File: src/rtl/cu_sequencer_pkg.sv
// -----------------------------------------------------------------------------
// cu_sequencer_pkg
//   Shared definitions for the ARM control-unit sequencer: state encodings,
//   IR field positions, opcode classes and a small state-class helper.
//   No ports (package).
// -----------------------------------------------------------------------------
package cu_sequencer_pkg;

  // Width of the internal state encoding. The State output is zero-extended
  // from this to STATE_W, so STATE_W must be at least ST_W.
  localparam int ST_W = 4;

  typedef enum logic [ST_W-1:0] {
    ST_START      = 4'd0,
    ST_FETCH_ADDR = 4'd1,
    ST_FETCH_REQ  = 4'd2,
    ST_FETCH_WAIT = 4'd3,
    ST_DECODE     = 4'd4,
    ST_EXEC_DP    = 4'd5,
    ST_BRANCH     = 4'd6,
    ST_ADDR_CALC  = 4'd7,
    ST_MEM_REQ    = 4'd8,
    ST_MEM_WAIT   = 4'd9,
    ST_WB         = 4'd10,
    ST_FAULT      = 4'd11
  } state_t;

  // IR field positions
  localparam int IR_COND_HI = 31;
  localparam int IR_COND_LO = 28;
  localparam int IR_OPC_HI  = 27;
  localparam int IR_OPC_LO  = 25;
  localparam int IR_P       = 24;   // 1 = pre-index, 0 = post-index
  localparam int IR_U       = 23;   // 1 = add offset, 0 = subtract
  localparam int IR_W       = 21;   // writeback for pre-index
  localparam int IR_L       = 20;   // 1 = load, 0 = store

  // Opcode classes in IR[27:25]
  localparam logic [2:0] OPC_DP_REG = 3'b000;
  localparam logic [2:0] OPC_DP_IMM = 3'b001;
  localparam logic [2:0] OPC_LS_IMM = 3'b010;
  localparam logic [2:0] OPC_LS_REG = 3'b011;
  localparam logic [2:0] OPC_BRANCH = 3'b101;

  // States in which the sequencer waits for MOC (timeout counter active)
  function automatic logic is_wait(input state_t s);
    return (s == ST_FETCH_WAIT) || (s == ST_MEM_WAIT);
  endfunction

endpackage

File: src/rtl/cu_sequencer_if.sv
// -----------------------------------------------------------------------------
// cu_sequencer_if
//   Bundles the sequencer's inputs (IR, Cond, Moc) and its control-word
//   outputs toward the datapath.
//   master : the sequencer side (drives State and all strobes)
//   slave  : the IR/condition/memory/datapath side (drives IR, Cond, Moc)
// -----------------------------------------------------------------------------
interface cu_sequencer_if #(
  parameter int STATE_W = 6
);
  logic [31:0]        IR;
  logic               Cond;
  logic               Moc;
  logic [STATE_W-1:0] State;
  logic               Mfa;
  logic               Rw;
  logic               IrLd;
  logic               PcLd;
  logic               MarLd;
  logic               MdrLd;
  logic               RfLd;
  logic               PcInc;
  logic               AddrSel;
  logic               AluAdd;
  logic               BaseWb;
  logic               Fault;

  modport master (
    input  IR, Cond, Moc,
    output State, Mfa, Rw, IrLd, PcLd, MarLd, MdrLd, RfLd, PcInc,
           AddrSel, AluAdd, BaseWb, Fault
  );

  modport slave (
    output IR, Cond, Moc,
    input  State, Mfa, Rw, IrLd, PcLd, MarLd, MdrLd, RfLd, PcInc,
           AddrSel, AluAdd, BaseWb, Fault
  );
endinterface

File: src/rtl/cu_sequencer_state_reg.sv
// -----------------------------------------------------------------------------
// cu_sequencer_state_reg
//   W-bit state register with asynchronous active-low clear to RST_VAL.
//   Ports: Clk (rising edge), Reset (async, active low), d (next state),
//          q (current state).
// -----------------------------------------------------------------------------
module cu_sequencer_state_reg #(
  parameter int           W       = 4,
  parameter logic [W-1:0] RST_VAL = '0
) (
  input  logic         Clk,
  input  logic         Reset,
  input  logic [W-1:0] d,
  output logic [W-1:0] q
);

  always_ff @(posedge Clk or negedge Reset) begin
    if (!Reset) q <= RST_VAL;
    else        q <= d;
  end

endmodule

File: src/rtl/cu_sequencer.sv
// -----------------------------------------------------------------------------
// cu_sequencer
//   Multi-cycle fetch/decode/execute control sequencer for the ARM datapath.
//   Moore outputs (function of state, qualified by the stable IR fields),
//   full MOC handshake with optional timeout into a sticky FAULT state, and
//   load/store addressing (pre/post index, up/down, base writeback).
//   Ports:
//     Clk    rising-edge clock
//     Reset  asynchronous active-low reset
//     bus    cu_sequencer_if.master: IR, Cond, Moc in; State and the
//            control strobes (Mfa, Rw, IrLd, PcLd, MarLd, MdrLd, RfLd,
//            PcInc, AddrSel, AluAdd, BaseWb, Fault) out
//   Parameters:
//     STATE_W      State output width (>= 4)
//     MOC_TIMEOUT  wait cycles before FAULT; 0 disables the timeout
//     WB_EN        1 honours base writeback, 0 suppresses it
// -----------------------------------------------------------------------------
module cu_sequencer
  import cu_sequencer_pkg::*;
#(
  parameter int STATE_W     = 6,
  parameter int MOC_TIMEOUT = 15,
  parameter int WB_EN       = 1
) (
  input  logic            Clk,
  input  logic            Reset,
  cu_sequencer_if.master  bus
);

  localparam bit         TIMEOUT_ON = (MOC_TIMEOUT != 0);
  localparam int         CNT_W      = (MOC_TIMEOUT > 1) ? $clog2(MOC_TIMEOUT) : 1;
  localparam logic [CNT_W-1:0] LIMIT =
    CNT_W'((MOC_TIMEOUT > 0) ? (MOC_TIMEOUT - 1) : 0);

  state_t            st;
  state_t            nxt;
  logic [ST_W-1:0]   st_q;
  logic [CNT_W-1:0]  cnt;
  logic              expired;

  // IR fields; IR is stable from DECODE until the next fetch completes
  logic [2:0] opc;
  logic       ir_p;
  logic       ir_u;
  logic       ir_w;
  logic       ir_l;
  logic       unused_ir;

  assign opc  = bus.IR[IR_OPC_HI:IR_OPC_LO];
  assign ir_p = bus.IR[IR_P];
  assign ir_u = bus.IR[IR_U];
  assign ir_w = bus.IR[IR_W];
  assign ir_l = bus.IR[IR_L];
  // Condition field is evaluated externally (Cond); B bit and offset
  // fields belong to the datapath.
  assign unused_ir = ^{bus.IR[IR_COND_HI:IR_COND_LO], bus.IR[22], bus.IR[19:0]};

  cu_sequencer_state_reg #(
    .W       (ST_W),
    .RST_VAL (ST_START)
  ) u_state_reg (
    .Clk   (Clk),
    .Reset (Reset),
    .d     (nxt),
    .q     (st_q)
  );

  assign st = state_t'(st_q);

  // Timeout counter: held at zero outside the wait states, so it is zero on
  // entry to each wait; counts Moc-low cycles while waiting.
  always_ff @(posedge Clk or negedge Reset) begin
    if (!Reset)
      cnt <= '0;
    else if (TIMEOUT_ON && is_wait(st) && !bus.Moc)
      cnt <= cnt + CNT_W'(1);
    else
      cnt <= '0;
  end

  assign expired = TIMEOUT_ON && (cnt == LIMIT);

  // Next-state decode. In the wait states Moc is tested before expiry so a
  // completion on the last allowed cycle still progresses normally.
  always_comb begin
    nxt = st;
    case (st)
      ST_START:      nxt = ST_FETCH_ADDR;
      ST_FETCH_ADDR: nxt = ST_FETCH_REQ;
      ST_FETCH_REQ:  nxt = ST_FETCH_WAIT;
      ST_FETCH_WAIT: begin
        if (bus.Moc)      nxt = ST_DECODE;
        else if (expired) nxt = ST_FAULT;
      end
      ST_DECODE: begin
        if (!bus.Cond) begin
          nxt = ST_FETCH_ADDR;
        end else begin
          case (opc)
            OPC_DP_REG, OPC_DP_IMM: nxt = ST_EXEC_DP;
            OPC_BRANCH:             nxt = ST_BRANCH;
            OPC_LS_IMM, OPC_LS_REG: nxt = ST_ADDR_CALC;
            default:                nxt = ST_FETCH_ADDR;
          endcase
        end
      end
      ST_EXEC_DP:    nxt = ST_FETCH_ADDR;
      ST_BRANCH:     nxt = ST_FETCH_ADDR;
      ST_ADDR_CALC:  nxt = ST_MEM_REQ;
      ST_MEM_REQ:    nxt = ST_MEM_WAIT;
      ST_MEM_WAIT: begin
        if (bus.Moc)      nxt = ST_WB;
        else if (expired) nxt = ST_FAULT;
      end
      ST_WB:         nxt = ST_FETCH_ADDR;
      ST_FAULT:      nxt = ST_FAULT;
      default:       nxt = ST_START;
    endcase
  end

  // Output encode
  logic mfa, rw, ir_ld, pc_ld, mar_ld, mdr_ld, rf_ld, pc_inc;
  logic addr_sel, alu_add, base_wb, fault;

  always_comb begin
    mfa      = 1'b0;
    rw       = 1'b0;
    ir_ld    = 1'b0;
    pc_ld    = 1'b0;
    mar_ld   = 1'b0;
    mdr_ld   = 1'b0;
    rf_ld    = 1'b0;
    pc_inc   = 1'b0;
    addr_sel = 1'b0;
    alu_add  = 1'b0;
    base_wb  = 1'b0;
    fault    = 1'b0;
    case (st)
      ST_FETCH_ADDR: mar_ld = 1'b1;            // MAR <= PC
      ST_FETCH_REQ: begin
        mfa    = 1'b1;
        rw     = 1'b1;
        pc_inc = 1'b1;
      end
      ST_FETCH_WAIT: begin
        // IR keeps reloading while waiting; the load on the Moc cycle wins
        mfa   = 1'b1;
        rw    = 1'b1;
        ir_ld = 1'b1;
      end
      ST_EXEC_DP:    rf_ld = 1'b1;
      ST_BRANCH:     pc_ld = 1'b1;
      ST_ADDR_CALC: begin
        mar_ld   = 1'b1;
        addr_sel = ir_p;                       // pre-index uses Rn +/- offset
        alu_add  = ir_u;
        mdr_ld   = ~ir_l;                      // store: MDR <= Rd
      end
      ST_MEM_REQ: begin
        mfa = 1'b1;
        rw  = ir_l;
      end
      ST_MEM_WAIT: begin
        mfa    = 1'b1;
        rw     = ir_l;
        mdr_ld = ir_l;                         // load: MDR <= memory
      end
      ST_WB: begin
        // Both may be set; the datapath gives the base write priority.
        rf_ld   = ir_l;
        base_wb = (WB_EN != 0) && (!ir_p || ir_w);
      end
      ST_FAULT:      fault = 1'b1;
      default: ;
    endcase
  end

  assign bus.State   = STATE_W'(st_q);
  assign bus.Mfa     = mfa;
  assign bus.Rw      = rw;
  assign bus.IrLd    = ir_ld;
  assign bus.PcLd    = pc_ld;
  assign bus.MarLd   = mar_ld;
  assign bus.MdrLd   = mdr_ld;
  assign bus.RfLd    = rf_ld;
  assign bus.PcInc   = pc_inc;
  assign bus.AddrSel = addr_sel;
  assign bus.AluAdd  = alu_add;
  assign bus.BaseWb  = base_wb;
  assign bus.Fault   = fault;

endmodule

File: src/flat_wrapper.sv
// flat-port wrapper written by rule: the top's interface ports become plain ports
module cu_sequencer_flat import cu_sequencer_pkg::*;
#(
  parameter int STATE_W     = 6,
  parameter int MOC_TIMEOUT = 15,
  parameter int WB_EN       = 1
)
  (Clk, Reset, bus_IR, bus_Cond, bus_Moc, bus_State, bus_Mfa, bus_Rw, bus_IrLd, bus_PcLd, bus_MarLd, bus_MdrLd, bus_RfLd, bus_PcInc, bus_AddrSel, bus_AluAdd, bus_BaseWb, bus_Fault);
  cu_sequencer_if #(.STATE_W(STATE_W)) bus_i ();
  input  logic Clk;
  input  logic Reset;
  input wire logic [$bits(bus_i.IR)-1:0] bus_IR;
  input wire logic [$bits(bus_i.Cond)-1:0] bus_Cond;
  input wire logic [$bits(bus_i.Moc)-1:0] bus_Moc;
  output wire logic [$bits(bus_i.State)-1:0] bus_State;
  output wire logic [$bits(bus_i.Mfa)-1:0] bus_Mfa;
  output wire logic [$bits(bus_i.Rw)-1:0] bus_Rw;
  output wire logic [$bits(bus_i.IrLd)-1:0] bus_IrLd;
  output wire logic [$bits(bus_i.PcLd)-1:0] bus_PcLd;
  output wire logic [$bits(bus_i.MarLd)-1:0] bus_MarLd;
  output wire logic [$bits(bus_i.MdrLd)-1:0] bus_MdrLd;
  output wire logic [$bits(bus_i.RfLd)-1:0] bus_RfLd;
  output wire logic [$bits(bus_i.PcInc)-1:0] bus_PcInc;
  output wire logic [$bits(bus_i.AddrSel)-1:0] bus_AddrSel;
  output wire logic [$bits(bus_i.AluAdd)-1:0] bus_AluAdd;
  output wire logic [$bits(bus_i.BaseWb)-1:0] bus_BaseWb;
  output wire logic [$bits(bus_i.Fault)-1:0] bus_Fault;
  assign bus_i.IR = bus_IR;
  assign bus_i.Cond = bus_Cond;
  assign bus_i.Moc = bus_Moc;
  assign bus_State = bus_i.State;
  assign bus_Mfa = bus_i.Mfa;
  assign bus_Rw = bus_i.Rw;
  assign bus_IrLd = bus_i.IrLd;
  assign bus_PcLd = bus_i.PcLd;
  assign bus_MarLd = bus_i.MarLd;
  assign bus_MdrLd = bus_i.MdrLd;
  assign bus_RfLd = bus_i.RfLd;
  assign bus_PcInc = bus_i.PcInc;
  assign bus_AddrSel = bus_i.AddrSel;
  assign bus_AluAdd = bus_i.AluAdd;
  assign bus_BaseWb = bus_i.BaseWb;
  assign bus_Fault = bus_i.Fault;
  cu_sequencer #(.STATE_W(STATE_W), .MOC_TIMEOUT(MOC_TIMEOUT), .WB_EN(WB_EN)) u_core (.Clk(Clk), .Reset(Reset), .bus(bus_i));
endmodule
File: config.mk
export PLATFORM = sky130hd
export DESIGN_NAME = cu_sequencer_flat
export DESIGN_NICKNAME = d
export VERILOG_FILES = /design/src/rtl/cu_sequencer_pkg.sv /design/src/rtl/cu_sequencer_if.sv /design/src/rtl/cu_sequencer_state_reg.sv /design/src/rtl/cu_sequencer.sv /design/src/flat_wrapper.sv
export SDC_FILE = /design/constraint.sdc
export NUM_CORES = 1
export LEC_CHECK = 0
export CAP_MARGIN = 10
export CORE_MARGIN = 3
export CORE_UTILIZATION = 29
export DETAILED_ROUTE_END_ITERATION = 10
export PLACE_DENSITY = 0.81
export SLEW_MARGIN = 0
export SYNTH_ARGS = -nofsm -noshare
export SYNTH_HDL_FRONTEND = slang
export SYNTH_SLANG_ARGS = --single-unit
File: constraint.sdc
create_clock -name Clk -period 1.2 [get_ports Clk]
set_input_delay 0.12 -clock Clk [delete_from_list [all_inputs] [get_ports Clk]]
set_output_delay 0.12 -clock Clk [all_outputs]
set_load 0.02 [all_outputs]
==> results.sh <==
export IMPL_muxShareOfSynthArea=0.0169
export IMPL_grt_pass1_vias=894
export IMPL_drt_wl_total_mm=2.76
export IMPL_drc=0
export IMPL_worst_path_buf_inv=2
export IMPL_grtUsageTotal=0.195
export IMPL_synth_ff_type="dfrtp_1"
export IMPL_rows=16
export IMPL_violations="setup timing"
export IMPL_synth_edff_count=0
export IMPL_status="finished, violations left"
export IMPL_cts_tree="done"
export IMPL_grt_overflow=0
export IMPL_drtIter0Drc=13
export IMPL_dp_cells=158
export IMPL_die_w_um=54
export IMPL_firstDrtPassIters=4
export IMPL_synthTopCellsByCount="nor2_1, dfrtp_1, inv_1, nand2b_1, nor3_1"
export IMPL_antennaDiodeCount=0
export IMPL_synth_simple_area_share=0.361
export IMPL_cts_buffers=3
export IMPL_syn_area_sq_um=668
export IMPL_die_y_um=54
export IMPL_synth_top_area_share=0.300
export IMPL_dieArea_sq_um=2920
export IMPL_crit_family="flip-flops"
export IMPL_core_sq_um=2060
export IMPL_io_pins=54
export IMPL_rsz0062_at_grt="true"
export IMPL_cp_depth=4
export IMPL_hpwl_mm=1.74
export IMPL_rr_startpoint="u_core.u_state_reg.q[1]"
export IMPL_rr_worst_depth=6
export IMPL_worstSetupStartpointType="flip-flop"
export IMPL_yosysSeqAreaShare=0.300
export IMPL_worstPathRequired_ps=1080
export IMPL_setup_slack_ps=-316
export IMPL_cts_root_buf="clkbuf_4"
export IMPL_hold_violations=0
export IMPL_clock_latency_ps=260
export IMPL_cp_slowest_stage_delay_ps=460
export IMPL_yosys_warnings=0
export IMPL_stdcell_count=174
export IMPL_routed_via_density=4.96
export IMPL_fin_nets=186
export IMPL_final_area_sq_um=1490
export IMPL_fin_util=0.724
export IMPL_ys_seq_elements=8
export IMPL_drt_antenna_violating_nets=0
export IMPL_yosysTopAreaCell="dfrtp_1"
export IMPL_drive_gt1_frac=0.605
export IMPL_clock_path_buffers=2
export IMPL_grt_pass1_wl_mm=4.06
export IMPL_post_route_period_util=1.26
export IMPL_antenna_found_initial=0
export IMPL_postPlaceCellArea_sq_um=1220
export IMPL_power_mw=4.10
export IMPL_yosysMostFrequentCell="nor2_1"
export IMPL_setup_viol=21
export IMPL_ys_async_sr_fraction=1.00
export IMPL_wl_per_cell_um=15.8
export IMPL_synth_area_top_cells="dfrtp_1, nor2_1, nand2b_1"
export IMPL_htreeDepth=1
export IMPL_initial_core_util=0.324
export IMPL_worst_setup_path_type="reg2out"
export IMPL_power_leakage_nw=0.666
export IMPL_synth_cell_types=34
export IMPL_fmax_mhz=660
export IMPL_cp_end_kind="primary output"
export IMPL_min_period_ps=1520
export IMPL_critPathArrivalTime_ps=1400
export IMPL_crit_path_start="u_core.u_state_reg.q[1]"
export IMPL_setup_tns_ps=-4750
export IMPL_synth_xor_area_share=0.0393
export IMPL_hold_slack_ps=148
export IMPL_synth_compound_area_frac=0.127
export IMPL_hp_class="in2async"
export IMPL_crit_top_cell="buf_6"
export IMPL_fin_skew_ps=3.06
export IMPL_place_worst_setup_slack_ps=-580
export IMPL_place_congestion=0.822
export IMPL_n_fill_cell=150
export IMPL_path_cells="buf_6, or2b_1, o32ai_4, buf_6"
export IMPL_vdd_drop_max_v=0.00191
export IMPL_cts_sinks=8
export IMPL_grt_max_degree=9
export IMPL_cp_max_fo=6
export IMPL_cap_viol_max_count=0
export IMPL_avgSynthCellArea_sq_um=7.95
export IMPL_io_buffer_count=26
export IMPL_syn_inst=84
export IMPL_dr_total_vias=863
export IMPL_synthAdderAreaFrac=0.0375
export IMPL_synth_top_family_by_area="simple AND/OR/NAND/NOR gates"
export IMPL_slowest_stage="dfrtp_2"
export IMPL_power_density_nw_per_um2=2750
export IMPL_clk_pin_slew_worst_paths_ps=60
export IMPL_drv_slew=0
export IMPL_syn_to_final_growth_pct=123
metal layers:
layer  GRT usage  wire (um)  vias up
met5           0          0        -
met4      0.0705         47        0
met3      0.0332        111        8
met2       0.373       1520       22
met1       0.212       1080      420
li1            -          -      413
flip-flops by register name, summed over array words and instances (netlist names):
signal	cells
u_core.cnt	4
u_core.u_state_reg.q	4
kinds of logic (layout without fill, tap and decap cells):
family	after synthesis	in the layout
xor+xnor	3	3
mux	1	1
other cells	1	2
simple gates	43	43
buf+inv	14	76
compound gates	12	12
flops	8	8
fa+ha+maj	2	2
cells in the final DEF (no fill, tap or decap), drive strengths merged, types with 3 or more instances in the layout:
| cell | n |
|---|---|
| nor2b | 4 |
| nor2 | 11 |
| nor3b | 4 |
| clkbuf | 4 |
| nor3 | 5 |
| inv | 7 |
| clkdlybuf4s50 | 10 |
| nand2 | 3 |
| nand2b | 6 |
| dfrtp | 8 |
| buf | 54 |
cell type report:
class                      count  area, sq um  area share
sequential                     8          205       0.137
multi-input combinational     63          593       0.397
clock buffer                   4         26.3      0.0176
timing repair buffer          65          608       0.407
inverter                       7         26.3      0.0176
tap                           27         33.8      0.0226
repair_timing:
item,CTS,global route
endpoints found under the hold margin,0,0
buffers inserted,10,6
resized for setup,103,24
pin swaps,9,6
setup endpoints to repair,24,21
hold buffers,0,0
report_power, final:
| group | internal (mW) | total [mW] | switching [mW] |
|---|---|---|---|
| Clock | 0.128 | 0.231 | 0.103 |
| Combinational | 1.77 | 3.33 | 1.56 |
| Sequential | 0.370 | 0.540 | 0.170 |
path summary, 6_finish.rpt:
path / slack (ps) / to
min in group Clk: 530 / u_core.cnt[0]
min reg2reg: 530 / u_core.cnt[0]
max reg2reg: -290 / u_core.u_state_reg.q[2]
max: -320 / bus_RfLd
min: 150 / u_core.cnt[2]
max in group asynchronous: 750 / u_core.u_state_reg.q[2]
(Power assumes the default switching activity.)
